--- src/rtl/byte_word_packer.sv ---
// byte_word_packer: packs a qualified byte stream into 32-bit LE words behind a small FWFT FIFO
module byte_word_packer #(
  parameter int DEPTH = 4,
  parameter int LW = $clog2(DEPTH) + 1
) (
  input  logic          clk,
  input  logic          reset,
  input  logic [7:0]    data_in,
  input  logic          valid_in,
  input  logic          flush,
  output logic [31:0]   word_out,
  output logic [2:0]    word_bytes,
  output logic          word_valid,
  input  logic          word_ready,
  output logic [LW-1:0] level,
  output logic          overflow,
  output logic [7:0]    drop_count
);
  localparam int AW = $clog2(DEPTH);
  logic [1:0]    cnt_q, cnt_d;
  logic [31:0]   acc_q, acc_d, word_d;
  logic [2:0]    bytes_d;
  logic [31:0]   mem_q [DEPTH];
  logic [2:0]    nb_q [DEPTH];
  logic [AW-1:0] wp_q, rp_q;
  logic [LW-1:0] level_q, level_d;
  logic          overflow_q;
  logic [7:0]    drop_q;
  logic          push, pop, push_ok;
  assign word_valid = level_q != '0;
  always_comb begin
    word_d  = acc_q | (valid_in ? ({24'd0, data_in} << {cnt_q, 3'b000}) : 32'd0);
    bytes_d = {1'b0, cnt_q} + {2'b00, valid_in};
    push    = (valid_in && cnt_q == 2'd3) || (flush && (cnt_q != 2'd0 || valid_in));
    pop     = word_valid && word_ready;
    push_ok = push && (level_q != LW'(DEPTH) || pop);
    cnt_d   = push ? 2'd0 : cnt_q + {1'b0, valid_in};
    acc_d   = push ? 32'd0 : word_d;
    level_d = level_q + LW'(push_ok) - LW'(pop);
  end
  always_ff @(posedge clk or negedge reset) begin
    if (!reset) begin
      cnt_q      <= '0;
      acc_q      <= '0;
      wp_q       <= '0;
      rp_q       <= '0;
      level_q    <= '0;
      overflow_q <= 1'b0;
      drop_q     <= '0;
    end else begin
      cnt_q   <= cnt_d;
      acc_q   <= acc_d;
      level_q <= level_d;
      if (push_ok) wp_q <= wp_q + AW'(1);
      if (pop) rp_q <= rp_q + AW'(1);
      if (push && !push_ok) begin
        overflow_q <= 1'b1;
        if (drop_q != 8'hFF) drop_q <= drop_q + 8'd1;
      end
    end
  end
  always_ff @(posedge clk) begin
    if (push_ok) begin
      mem_q[wp_q] <= word_d;
      nb_q[wp_q]  <= bytes_d;
    end
  end
  assign word_out   = word_valid ? mem_q[rp_q] : 32'd0;
  assign word_bytes = word_valid ? nb_q[rp_q] : 3'd0;
  assign level      = level_q;
  assign overflow   = overflow_q;
  assign drop_count = drop_q;
endmodule

--- config.mk ---
export PLATFORM = sky130hd
export DESIGN_NAME = byte_word_packer
export DESIGN_NICKNAME = d
export VERILOG_FILES = /design/src/rtl/byte_word_packer.sv
export SDC_FILE = /design/constraint.sdc
export NUM_CORES = 1
export LEC_CHECK = 0
export CAP_MARGIN = 10
export CELL_PAD_IN_SITES_DETAIL_PLACEMENT = 1
export CELL_PAD_IN_SITES_GLOBAL_PLACEMENT = 1
export CORE_MARGIN = 4
export CORE_UTILIZATION = 34
export DETAILED_ROUTE_END_ITERATION = 8
export HOLD_SLACK_MARGIN = 0.12
export PLACE_DENSITY_LB_ADDON = 0.15
export SYNTH_ARGS = -nofsm -noshare
export SYNTH_HDL_FRONTEND = slang
export SYNTH_SLANG_ARGS = --single-unit
--- constraint.sdc ---
create_clock -name clk -period 4.99 [get_ports clk]
set_input_delay 0.499 -clock clk [delete_from_list [all_inputs] [get_ports clk]]
set_output_delay 0.499 -clock clk [all_outputs]
set_load 0.01 [all_outputs]
==> metrics.yaml <==
floorplan:
  core-area_um2: 21800
  die_h_um: 157
  pin_count: 61
  start_util: 0.346
  die-area_um2: 24700
  rows: 54
  die-width_um: 157
worst_setup_path:
  worstPathMaxFanout: 19
  cp.required_ns: 4.49
  rr_worst_depth: 10
  crit_chain: "buf_4, mux4_2, and2_1, clkdlybuf4s50_1"
  critPathLaunchType: "flip-flop"
  crit_type: "reg -> out"
  cpPeakStageDelay_ns: 1.06
  slowest_stage: "dfrtp_1"
  critical_path_arrival_ns: 3.00
  end_kind: "primary output"
placement:
  place.port_buffers: 60
  dp_hpwl_um: 9720
  post-place-ws_ns: 1.75
  routabilityCongestion: 0.730
  placed_cell_area_um2: 8490
logic_synthesis:
  ys_top_cells_by_count: "edfxtp_1, dfrtp_1, and2_1"
  syn_area_per_cell_um2: 18.4
  syn_nets: 434
  yosysWarnings: 0
  synth_top_cell_area_share: 0.556
  seq_area_frac_synth: 0.721
  async_flop_share: 0.263
  synth.most_common_cell: "edfxtp_1"
  yosys.cell_types.count: 36
  synth.area.top_cells: "edfxtp_1, dfrtp_1, mux4_2"
  yosysTopAreaCell: "edfxtp_1"
  ys.flop_type: "edfxtp_1"
  synth-seq-cells: 190
  synthCells: 411
  netlist_area_um2: 7560
  synth_edf_count: 140
grt:
  track_usage: 0.138
  grt_pass1_wl_um: 25200
  grt_antenna_before_repair: 0
  grt_pass1_vias: 4279
  gr-total-overflow: 0
  grt_start_max_net_pins: 51
timing:
  fin_skew_ns: 0.0106
  drv_slew: 0
  setup_tns_ns: 0
  relSlewSlack: 0.275
  setup_viol: 0
  fmax_ghz: 0.286
  fin_ws_ns: 1.49
  worst_slew_pin_slew_ns: 1.09
  whs_ns: 0.174
  min_period_over_period: 0.701
  hold_viol: 0
  rsz0062_at_grt: "false"
  fin_crit_ns: 3.50
finish:
  n_fill_cell: 2119
  final_layout_size_suffix_gt1_frac: 0.166
  fin_area_um2: 9030
  finalNetCount: 505
  diodes: 0
  area_delta_synth_final_pct: 19.5
power:
  pwr-share-comb: 0.358
  irDropWorstVdd_mv: 0.246
  p_clk_frac: 0.220
  power.density_nw_per_um2: 629
  p_seq_frac: 0.422
  switching_share: 0.302
  power_mw: 5.68
  intPower_mw: 3.97
  cellLeakagePower_nw: 3.47
  p_sw_mw: 1.71
clock_tree:
  clk_pin_slew_ns: 0.07
  cts.path.max_buffers: 2
  cts_made_buffers: 17
  holdBufCountCts: 0
  clk_latency_ns: 0.43
  cts.sinks: 190
  h-tree-depth: 4
  cts_root_buffer: "clkbuf_16"
  ctsResizeCount: 0
  tritoncts: "built"
  cts_setup_buffers: 0
run:
  max_cap_violations: 0
drt:
  dr.pass1.iters: 4
  wl_per_cell_um: 20.5
  drc: 0
  vias: 3777
  drtIter0Drc: 191
  ant_nets: 0
  avgViaCountPerCell: 4.87
  wl_um: 15900
run_status:
  status: "complete, no violations"
worst_hold_path:
  hold_class: "in -> async"
cell type report:
| class | instances | area (um2) | area share |
|---|---|---|---|
| tap | 280 | 350 | 0.0388 |
| clock buffer | 22 | 444 | 0.0492 |
| timing repair buffer | 69 | 663 | 0.0734 |
| multi-input combinational | 196 | 1990 | 0.221 |
| inverter | 8 | 30.0 | 0.00332 |
| clock inverter | 10 | 96.3 | 0.0107 |
| sequential | 190 | 5460 | 0.604 |
power groups by stage:
stage	registers, mW	clock network (mW)	logic, mW
after global routing	2.44	1.36	2.24
after floorplan	2.36	0	1.23
after global placement	2.41	0	2.08
after detailed placement	2.44	0	2.10
final	2.40	1.25	2.03
after CTS	2.41	1.29	2.11
path summary, 6_finish.rpt:
kind	slack [ns]	end	startpoint
max in group asynchronous	4.32	rp_q[0]$_DFFE_PN0N_	reset
worst min-delay path	0.17	overflow$_DFFE_PN0P_	reset
worst max-delay path	1.49	word_bytes[2]	rp_q[1]$_DFFE_PN0N_
worst max register to register	2.36	level[2]$_DFF_PN0_	cnt_q[0]$_DFF_PN0_
min in group clk	0.47	overflow$_DFFE_PN0P_	overflow$_DFFE_PN0P_
worst min register to register	0.47	overflow$_DFFE_PN0P_	overflow$_DFFE_PN0P_
cell families (layout without fill, tap and decap cells):
| logic type | Yosys count | after routing | synth area share |
|---|---|---|---|
| flops | 190 | 190 | 0.721 |
| simple gates | 99 | 99 | 0.0854 |
| compound gates | 39 | 39 | 0.0404 |
| mux | 38 | 38 | 0.109 |
| buf+inv | 25 | 109 | 0.0149 |
| fa+ha+maj | 10 | 10 | 0.0175 |
| xor+xnor | 10 | 10 | 0.0116 |
worst max-delay path, delay by kind of cell, from the launching register on:
| family | cells | cell delay (ns) |
|---|---|---|
| buf+inv | 2 | 0.95 |
| flops | 1 | 1.06 |
| mux | 1 | 0.35 |
| simple gates | 1 | 0.21 |
through the flow:
stage / std cells / utilization
floorplan: 411 / -
global placement: 743 / 0.389
detailed placement: 743 / 0.389
CTS: 775 / 0.414
global route: 775 / 0.414
finish: 775 / 0.414
routing by layer:
layer  track usage  up-vias  share of wire
li1              -     1695              -
met1         0.180     1997           0.44
met2         0.233       71           0.51
met3        0.0349       14          0.038
met4        0.0356        0         0.0093
met5             0        -              0
state kept, by name, summed over array words and instances (netlist names):
| register | flops |
|---|---|
| drop_count | 8 |
| overflow | 1 |
| mem_q | 128 |
| cnt_q | 2 |
| nb_q | 12 |
| wp_q | 2 |
| level | 3 |
| rp_q | 2 |
| acc_q | 32 |
cell usage in the layout (no fill, tap or decap), types with 2 or more instances in the layout:
cell	Yosys	final
edfxtp_1	140	140
clkdlybuf4s50_1	0	59
dfrtp_1	50	49
and2_1	42	42
mux4_2	35	35
nor2b_1	35	35
a21o_1	32	32
clkbuf_16	0	17
ha_1	9	9
buf_4	4	9
inv_1	8	8
xor2_1	7	7
clkinvlp_4	0	6
clkbuf_1	10	5
nand3_1	4	4
xnor2_1	3	3
mux2_2	3	3
nor3_1	3	3
and3_1	2	2
a21oi_1	2	2
nor3b_2	2	2
nand2_1	2	2
(Power assumes the default switching activity.)
